`config.mk`:
```
export PLATFORM = sky130hd
export DESIGN_NAME = step_pulse_gen
export DESIGN_NICKNAME = d
export VERILOG_FILES = /design/src/rtl/step_pkg.sv /design/src/rtl/step_pulse_gen.sv
export SDC_FILE = /design/constraint.sdc
export NUM_CORES = 1
export LEC_CHECK = 0
export BUFFER_PORTS_ARGS = -buffer_cell sky130_fd_sc_hd__buf_4
export CAP_MARGIN = 10
export CELL_PAD_IN_SITES_DETAIL_PLACEMENT = 0
export CELL_PAD_IN_SITES_GLOBAL_PLACEMENT = 1
export CORE_MARGIN = 1.5
export CORE_UTILIZATION = 45
export DETAILED_ROUTE_END_ITERATION = 8
export PLACE_DENSITY = 0.82
export SETUP_SLACK_MARGIN = 0.15
export SYNTH_ARGS = -nofsm -noshare
export SYNTH_HDL_FRONTEND = slang
export SYNTH_SLANG_ARGS = --single-unit
```
`constraint.sdc`:
```
create_clock -name clk -period 7.6 [get_ports clk]
set_clock_uncertainty 0.1 [all_clocks]
set_input_delay 2.28 -clock clk [delete_from_list [all_inputs] [get_ports clk]]
set_output_delay 2.28 -clock clk [all_outputs]
set_load 0.02 [all_outputs]
```
`src/rtl/step_pkg.sv`:
```
// step_pkg: shared types and default widths for the step pulse generator.
//   state_t          - controller state encoding (IDLE, SETUP, RUN)
//   CNT_W_DEFAULT    - default width of the period / pulse-width counters
//   STEPS_W_DEFAULT  - default width of the step-count register
package step_pkg;

  typedef enum logic [1:0] {
    ST_IDLE  = 2'd0,
    ST_SETUP = 2'd1,
    ST_RUN   = 2'd2
  } state_t;

  localparam int CNT_W_DEFAULT   = 21;
  localparam int STEPS_W_DEFAULT = 16;

endpackage

```
`src/rtl/step_pulse_gen.sv`:
```
// step_pulse_gen: step/direction pulse generator for a stepper driver.
// A start request latches direction, mode, step count and rate. After an
// optional direction setup delay, a train of step pulses is produced with
// period (period_eff+1) cycles and high time pw_eff. Rate changes take effect
// only at step boundaries. Counted mode stops after 'steps' pulses with a
// one-cycle done pulse; continuous mode runs until en falls.
// Ports:
//   clk, rst            clock, asynchronous active-low reset
//   en                  enable, low aborts
//   start               start request (honoured only in IDLE)
//   mode                0 = continuous, 1 = counted burst
//   period, pulse_w     step period minus one, step high time
//   steps               burst length in counted mode
//   dir_in              requested direction
//   step_out, dir_out   registered step pulse and direction
//   busy, done          activity flag, burst completion pulse
//   steps_left          remaining steps in counted mode
module step_pulse_gen
  import step_pkg::*;
#(
  parameter int CNT_W     = CNT_W_DEFAULT,
  parameter int STEPS_W   = STEPS_W_DEFAULT,
  parameter int DIR_SETUP = 4
) (
  input  logic               clk,
  input  logic               rst,
  input  logic               en,
  input  logic               start,
  input  logic               mode,
  input  logic [CNT_W-1:0]   period,
  input  logic [CNT_W-1:0]   pulse_w,
  input  logic [STEPS_W-1:0] steps,
  input  logic               dir_in,
  output logic               step_out,
  output logic               dir_out,
  output logic               busy,
  output logic               done,
  output logic [STEPS_W-1:0] steps_left
);

  localparam logic [CNT_W-1:0]   CNT_ONE   = {{(CNT_W-1){1'b0}}, 1'b1};
  localparam logic [STEPS_W-1:0] STEPS_ONE = {{(STEPS_W-1){1'b0}}, 1'b1};
  // SETUP reuses the step counter; it leaves SETUP when the counter reaches this.
  localparam logic [CNT_W-1:0]   SETUP_LAST = (DIR_SETUP > 0) ? CNT_W'(DIR_SETUP - 1) : '0;

  // A zero period would give a one-cycle step with no low phase; clamp to 1.
  function automatic logic [CNT_W-1:0] eff_period(input logic [CNT_W-1:0] p);
    return (p == '0) ? CNT_ONE : p;
  endfunction

  // High time is clamped so each step keeps at least one low cycle and one high cycle.
  function automatic logic [CNT_W-1:0] eff_pw(input logic [CNT_W-1:0] pw,
                                              input logic [CNT_W-1:0] pe);
    logic [CNT_W-1:0] m;
    m = (pw < pe) ? pw : pe;
    return (m == '0) ? CNT_ONE : m;
  endfunction

  state_t             state_r, state_s;
  logic [CNT_W-1:0]   count_r, count_s;
  logic [CNT_W-1:0]   period_sh_r, period_sh_s;
  logic [CNT_W-1:0]   pw_sh_r, pw_sh_s;
  logic               mode_r, mode_s;
  logic               step_out_s, dir_s, busy_s, done_s;
  logic [STEPS_W-1:0] steps_left_s;
  logic [CNT_W-1:0]   pe_s, pwe_s;

  assign pe_s  = eff_period(period_sh_r);
  assign pwe_s = eff_pw(pw_sh_r, pe_s);

  // Next-state and next-output logic of the controller.
  always_comb begin
    state_s      = state_r;
    count_s      = count_r;
    period_sh_s  = period_sh_r;
    pw_sh_s      = pw_sh_r;
    mode_s       = mode_r;
    step_out_s   = 1'b0;
    dir_s        = dir_out;
    busy_s       = busy;
    done_s       = 1'b0;
    steps_left_s = steps_left;
    case (state_r)
      ST_IDLE: begin
        if (en && start) begin
          dir_s       = dir_in;
          mode_s      = mode;
          period_sh_s = period;
          pw_sh_s     = pulse_w;
          count_s     = '0;
          if (mode && (steps == '0)) begin
            // Empty burst: complete immediately without leaving IDLE.
            done_s       = 1'b1;
            busy_s       = 1'b0;
            steps_left_s = '0;
          end else begin
            busy_s       = 1'b1;
            steps_left_s = mode ? steps : '0;
            if (DIR_SETUP > 0) begin
              state_s = ST_SETUP;
            end else begin
              state_s    = ST_RUN;
              step_out_s = 1'b1;
            end
          end
        end else begin
          busy_s = 1'b0;
        end
      end
      ST_SETUP: begin
        if (!en) begin
          state_s = ST_IDLE;
          busy_s  = 1'b0;
        end else if (count_r == SETUP_LAST) begin
          state_s    = ST_RUN;
          count_s    = '0;
          step_out_s = 1'b1;
        end else begin
          count_s = count_r + CNT_ONE;
        end
      end
      ST_RUN: begin
        if (!en) begin
          state_s = ST_IDLE;
          busy_s  = 1'b0;
        end else if (count_r == pe_s) begin
          // Step boundary: the only point where new rate inputs are accepted.
          count_s     = '0;
          period_sh_s = period;
          pw_sh_s     = pulse_w;
          if (mode_r) begin
            steps_left_s = steps_left - STEPS_ONE;
            if (steps_left == STEPS_ONE) begin
              state_s = ST_IDLE;
              busy_s  = 1'b0;
              done_s  = 1'b1;
            end else begin
              step_out_s = 1'b1;
            end
          end else begin
            step_out_s = 1'b1;
          end
        end else begin
          count_s    = count_r + CNT_ONE;
          step_out_s = ((count_r + CNT_ONE) < pwe_s);
        end
      end
      default: begin
        state_s = ST_IDLE;
        busy_s  = 1'b0;
      end
    endcase
  end

  // State, counter, shadow and output registers.
  always_ff @(posedge clk or negedge rst) begin
    if (!rst) begin
      state_r     <= ST_IDLE;
      count_r     <= '0;
      period_sh_r <= '0;
      pw_sh_r     <= '0;
      mode_r      <= 1'b0;
      step_out    <= 1'b0;
      dir_out     <= 1'b0;
      busy        <= 1'b0;
      done        <= 1'b0;
      steps_left  <= '0;
    end else begin
      state_r     <= state_s;
      count_r     <= count_s;
      period_sh_r <= period_sh_s;
      pw_sh_r     <= pw_sh_s;
      mode_r      <= mode_s;
      step_out    <= step_out_s;
      dir_out     <= dir_s;
      busy        <= busy_s;
      done        <= done_s;
      steps_left  <= steps_left_s;
    end
  end

endmodule

```
-- After elaboration in Yosys (flattened, before gate mapping)
Cells that the tools add are included.
- register bits after elaboration: 86
- latch bits: 0
- memory bits (writable): 0
- ROM bits: 0
- input bits: 64
- output and inout port bits: 20
- word-level logic and storage cells: 99
- memories kept: 0
- $add $sub $neg: 2
- multiply operators: 0
- divide/modulo/power cells: 0
- $lt $le $gt $ge: 2
- eq/ne operators: 16
- shift-type cells: 0
- multiplexer cells: 55
- bitwise gates (word level): 0
- reduce and logical (&&, ||, !) cells: 14
- operator list (kind ; number):
    two-way mux 21 bit ; 14
    two-way mux 16 bit ; 6
    case mux 21 bit (2 select lines) ; 2
    case mux 21 bit (3 select lines) ; 1
    zero test 21 bit ; 2
    < comparator 21 bit ; 2
    case mux 16 bit (2 select lines) ; 1
    adder 21 x 1 -> 21 bit (second input constant) ; 1
    equality test 21 x 2 -> 1 bit (second input constant) ; 1
    equality test 21 bit ; 1
    two-way mux 1 bit ; 19
    equality test 16 x 1 -> 1 bit (second input constant) ; 1
    zero test 16 bit ; 1
    two-way mux 2 bit ; 8
    subtractor 16 x 1 -> 16 bit (second input constant) ; 1
    != test 2 bit (second input constant) ; 7
    != test 3 bit (second input constant) ; 4
    AND reduction 4 bit ; 3
    case mux 2 bit (3 select lines) ; 1
    AND reduction 6 bit ; 1
    AND reduction 5 bit ; 1
    case mux 1 bit (2 select lines) ; 2
    case mux 1 bit (3 select lines) ; 1
    nonzero test 3 bit ; 1
    6 further kinds ; 7

-- Depth between registers and ports, before layout
- word-level depth: 10
- depth in mapped cells: 19
- mapped depth without buffers: 17

-- Least setup slack after synthesis
OpenSTA, ideal clock, no wires.
- kind: input to register
- start: in steps[2]
- end: reg state_r[0]
- library setup time: 79 ps
- arrival time: 3712 ps
- data required time: 7421 ps
- path slack: 3709 ps
- stages: 7
- path buffers: 0
- cell sequence: or4_1 -> nor3_1 -> nand4_1 -> and3_1 -> o22ai_1 -> a31o_2 -> mux2i_1
- word-level cells in the longest chain between the ends: 4
- ends and longest elaborated chain (what ; line ; source):
    from (decl) ; step_pulse_gen.sv:32 ; input logic [STEPS_W-1:0] steps,
    zero test 16 bit ; step_pulse_gen.sv:91 ; if (mode && (steps == '0)) begin
    logical AND 1 bit ; step_pulse_gen.sv:91 ;
    != test 2 bit (no source line) ; -- ;
    AND reduction 6 bit (no source line) ; -- ;
    to (signal assigned) ; step_pulse_gen.sv:169 ; state_r <= state_s;
    to (decl) ; step_pulse_gen.sv:59 ; state_t state_r, state_s;
Every way passes these cells.
A chain may end at the register's enable or synchronous reset.

-- Final worst setup path
- start: reg period_sh_r[19]
- end: reg step_out
- word-level cells in the longest chain between the ends: 10
- elaborated cells between the ends (all ways): 11
- classes of those cells: order compare: 2; eq/ne: 1; mux: 6; reduce/logical: 2
- ends and longest elaborated chain (what ; line ; source):
    from (decl) ; step_pulse_gen.sv:61 ; logic [CNT_W-1:0] period_sh_r, period_sh_s;
    from (signal assigned) ; step_pulse_gen.sv:171 ; period_sh_r <= period_sh_s;
    zero test 21 bit ; step_pulse_gen.sv:48 ; return (p == '0) ? CNT_ONE : p;
    two-way mux 21 bit (*) ; step_pulse_gen.sv:48 ;
    < comparator 21 bit ; step_pulse_gen.sv:55 ; m = (pw < pe) ? pw : pe;
    two-way mux 21 bit ; step_pulse_gen.sv:55 ;
    zero test 21 bit ; step_pulse_gen.sv:56 ; return (m == '0) ? CNT_ONE : m;
    two-way mux 21 bit ; step_pulse_gen.sv:56 ;
    < comparator 21 bit ; step_pulse_gen.sv:145 ; step_out_s = ((count_r + CNT_ONE) < pwe_s);
    two-way mux 1 bit (*) ; step_pulse_gen.sv:126 ; end else if (count_r == pe_s) begin
    two-way mux 1 bit (*) ; step_pulse_gen.sv:123 ; if (!en) begin
    case mux 1 bit (2 select lines) (*) ; step_pulse_gen.sv:83 ; case (state_r)
    named net step_out_s ; step_pulse_gen.sv:64 ; logic step_out_s, dir_s, busy_s, done_s;
    to (signal assigned) ; step_pulse_gen.sv:174 ; step_out <= step_out_s;
    to (decl) ; step_pulse_gen.sv:34 ; output logic step_out,
Mark *: on every way through the listed nets, which the timed path passes. The rest lies on a longest branch.

==> results.cfg <==
[pwr]
power_density_nw_per_um2 = 413
p_leak_nw = 3.37
p_sw_mw = 1.32
seqPwrFrac = 0.305
comb_power_share = 0.541
p_int_mw = 1.62
pwr-share-clk = 0.154
switching_share = 0.449
irDropWorstVdd_mv = 0.181

[detailed_routing]
post_drt_via_cell_ratio = 5.75
antenna_left = 0
via_count = 5107
drcViolationCount = 0
wl_per_cell_um = 17.8
drt_iter0_markers = 284
drt_wl_total_um = 15800
dr.pass1.iters = 4

[worst_hold_path]
hold_path.class = reg -> reg

[status]
outcome = finished, final reports clean

[synth]
ys_async_sr_fraction = 1.00
synth_edf_count = 0
avgSynthCellArea_um2 = 9.57
synth_top_area_frac = 0.350
ys_seq_area_frac = 0.350
synthFlopType = dfrtp_1
synth_cells = 642
synth_top_area_cell = dfrtp_1
synth-seq-cells = 86
synthTopCellsByArea = dfrtp_1 (35%), mux2_4 (9.8%), ha_1 (9.4%), xor2_1 (4.0%), a21oi_1 (3.4%)
yosys_warnings = 0
netlist_area_um2 = 6150
yosysUniqueCellTypes = 62
syn_nets = 752

[clocking]
cts_buffers = 9
clkSinkCount = 86
clkLatencyLatePin_ns = 0.36
cts_tree = built
cts_resized = 0
clk_pin_slew_worst_paths_ns = 0.06
cts_setup_buffers = 0
clock_path_buffers = 2
root_buffer = clkbuf_16
htree_levels = 3
holdBufCountCts = 0

[worst_setup_path]
endpoint_kind = flip-flop
cp.arrival_ns = 4.82
required_ns = 7.76
crit_path_start_kind = flip-flop
worstPathMaxFanout = 40
crit_type = reg -> reg

[sta]
rsz0062_at_grt = false
relSlewSlack = 0.275
maxSlewViolCount = 0
finalCritPeriodShare = 0.612
setup_viol = 0
period_minus_slack_ns = 4.65
report.final.hold_viol_count = 0
timing.final.ws_setup_ns = 2.95
tns_ns = 0
worst_pin_slew_ns = 1.08
max_freq_mhz = 215

[finish]
fin_util = 0.536
nNetsFinal = 817
antenna_cells = 0
drive_gt1_frac = 0.226
area_delta_synth_final_pct = 16.0

[global_route]
antenna_found_initial = 0
use_met2 = 0.375
grt_util_met3 = 0.0366
grt_util_met1 = 0.313
grt_start_max_net_pins = 45
first_global_vias = 5137
track_usage = 0.234
top_usage_layer = met2
grt_pass1_wl_um = 26100
grt.overflow.total = 0

[floorplan]
placementRows = 42
start_util = 0.462
die-area_um2 = 14400
die_x_um = 120
dieHeight_um = 120
core_um2 = 13300
io_pins = 84

[run]
max_cap_viol_count = 0

[place]
port_buffers = 83
place_hpwl_um = 12100
post-place-ws_ns = 3.05
gp_congestion = 0.870
==> worst paths after layout <==
kind | startpoint | endpoint | slack [ns] | cells after the start
min reg2reg | dir_out$_DFFE_PN0P_ | dir_out$_DFFE_PN0P_ | 0.41 | 1
max in group asynchronous | rst | period_sh_r[20]$_DFFE_PN0P_ | 4.58 | 2
min | dir_out$_DFFE_PN0P_ | dir_out$_DFFE_PN0P_ | 0.41 | 1
max reg2reg | period_sh_r[19]$_DFFE_PN0P_ | step_out$_DFF_PN0_ | 2.95 | 17
max | period_sh_r[19]$_DFFE_PN0P_ | step_out$_DFF_PN0_ | 2.95 | 17
min in group asynchronous | rst | busy$_DFFE_PN0P_ | 1.83 | 1
==> sequential cells by signal, summed over array words and instances (netlist names) <==
register and cells:
count_r 21, period_sh_r 21, pw_sh_r 21, steps_left 16, state_r 2, busy 1
dir_out 1, done 1, mode_r 1, step_out 1
==> synth_stat cells (7+ instances only) <==
library cell	n
a21o_1	10
a21oi_1	42
a22o_1	14
and3_1	7
clkbuf_1	24
dfrtp_1	86
ha_1	46
inv_1	34
mux2_4	40
nand2_1	49
nand3_1	21
nand4_1	17
nor2_1	50
nor3_1	17
nor4_1	24
o211ai_1	8
o21ai_0	14
or4_1	8
xnor2_1	11
xor2_1	28
==> worst max-delay path, cell delays in order, from the launching register on <==
cell	delay, ns
dfrtp_1	0.42
inv_1	0.08
ha_1	0.32
nand4_1	0.16
or4_1	0.63
a221o_1	0.31
and2_1	0.16
buf_4	0.24
nor2_1	0.12
a21oi_1	0.06
ha_1	0.30
a21o_1	0.16
a21o_1	0.16
a21o_1	0.19
a311oi_1	0.26
a31oi_1	0.17
a211oi_1	0.45
a21boi_0	0.25
==> stage by stage <==
step	total power, mW	hold WS, ns	instances	area, um^2
finish	2.94	0.412	888	7130
global route	3.20	0.439	888	7130
CTS	2.95	0.417	888	7130
detailed placement	2.49	0.403	872	6830
global placement	2.44	0.392	872	6830
floorplan	2.04	0.376	642	6150
==> power groups by stage <==
stage,logic (mW),registers [mW],clock network [mW]
CTS,1.60,0.895,0.463
floorplan,1.17,0.865,0
global route,1.79,0.928,0.483
detailed placement,1.59,0.903,0
global placement,1.54,0.895,0
finish,1.59,0.898,0.452
==> layer usage <==
layer / share of wire / wire length [um]
met5: 0 / 0
met4: 0.029 / 463
met3: 0.040 / 631
met2: 0.47 / 7400
met1: 0.46 / 7320
==> final cells by class <==
class | instances | area [um^2]
multi-input combinational | 488 | 3670
timing repair buffer | 88 | 661
tap | 176 | 220
fill | 1213 | 6170
sequential | 86 | 2150
inverter | 34 | 128
clock inverter | 7 | 73.8
clock buffer | 9 | 225
==> cells by family after synthesis <==
group | count (synthesis) | synth area share
and+or+nand+nor | 223 | 0.188
AOI/OAI and AO/OA | 135 | 0.152
DFF | 86 | 0.350
buffers and inverters | 68 | 0.0539
adders and majority gates | 46 | 0.0936
muxes | 45 | 0.106
xor gates and xnor gates | 39 | 0.0556
==> cell usage in the layout (no fill, tap or decap), types with 5 or more instances in the layout <==
cell type,n
xor2_1,28
o211ai_1,8
a21o_1,10
inv_1,34
clkbuf_16,9
a21oi_1,42
dfrtp_1,86
a31oi_1,5
nand3_1,21
xnor2_1,11
and3_1,7
buf_4,88
mux2_4,40
ha_1,46
o21ai_0,14
nand2_1,49
nor4_1,24
nand4_1,17
nor3_1,17
nor2_1,50
or4_1,8
or3_1,5
a22o_1,14
a221o_1,5
No activity file was read; power rests on OpenSTA's default activity.
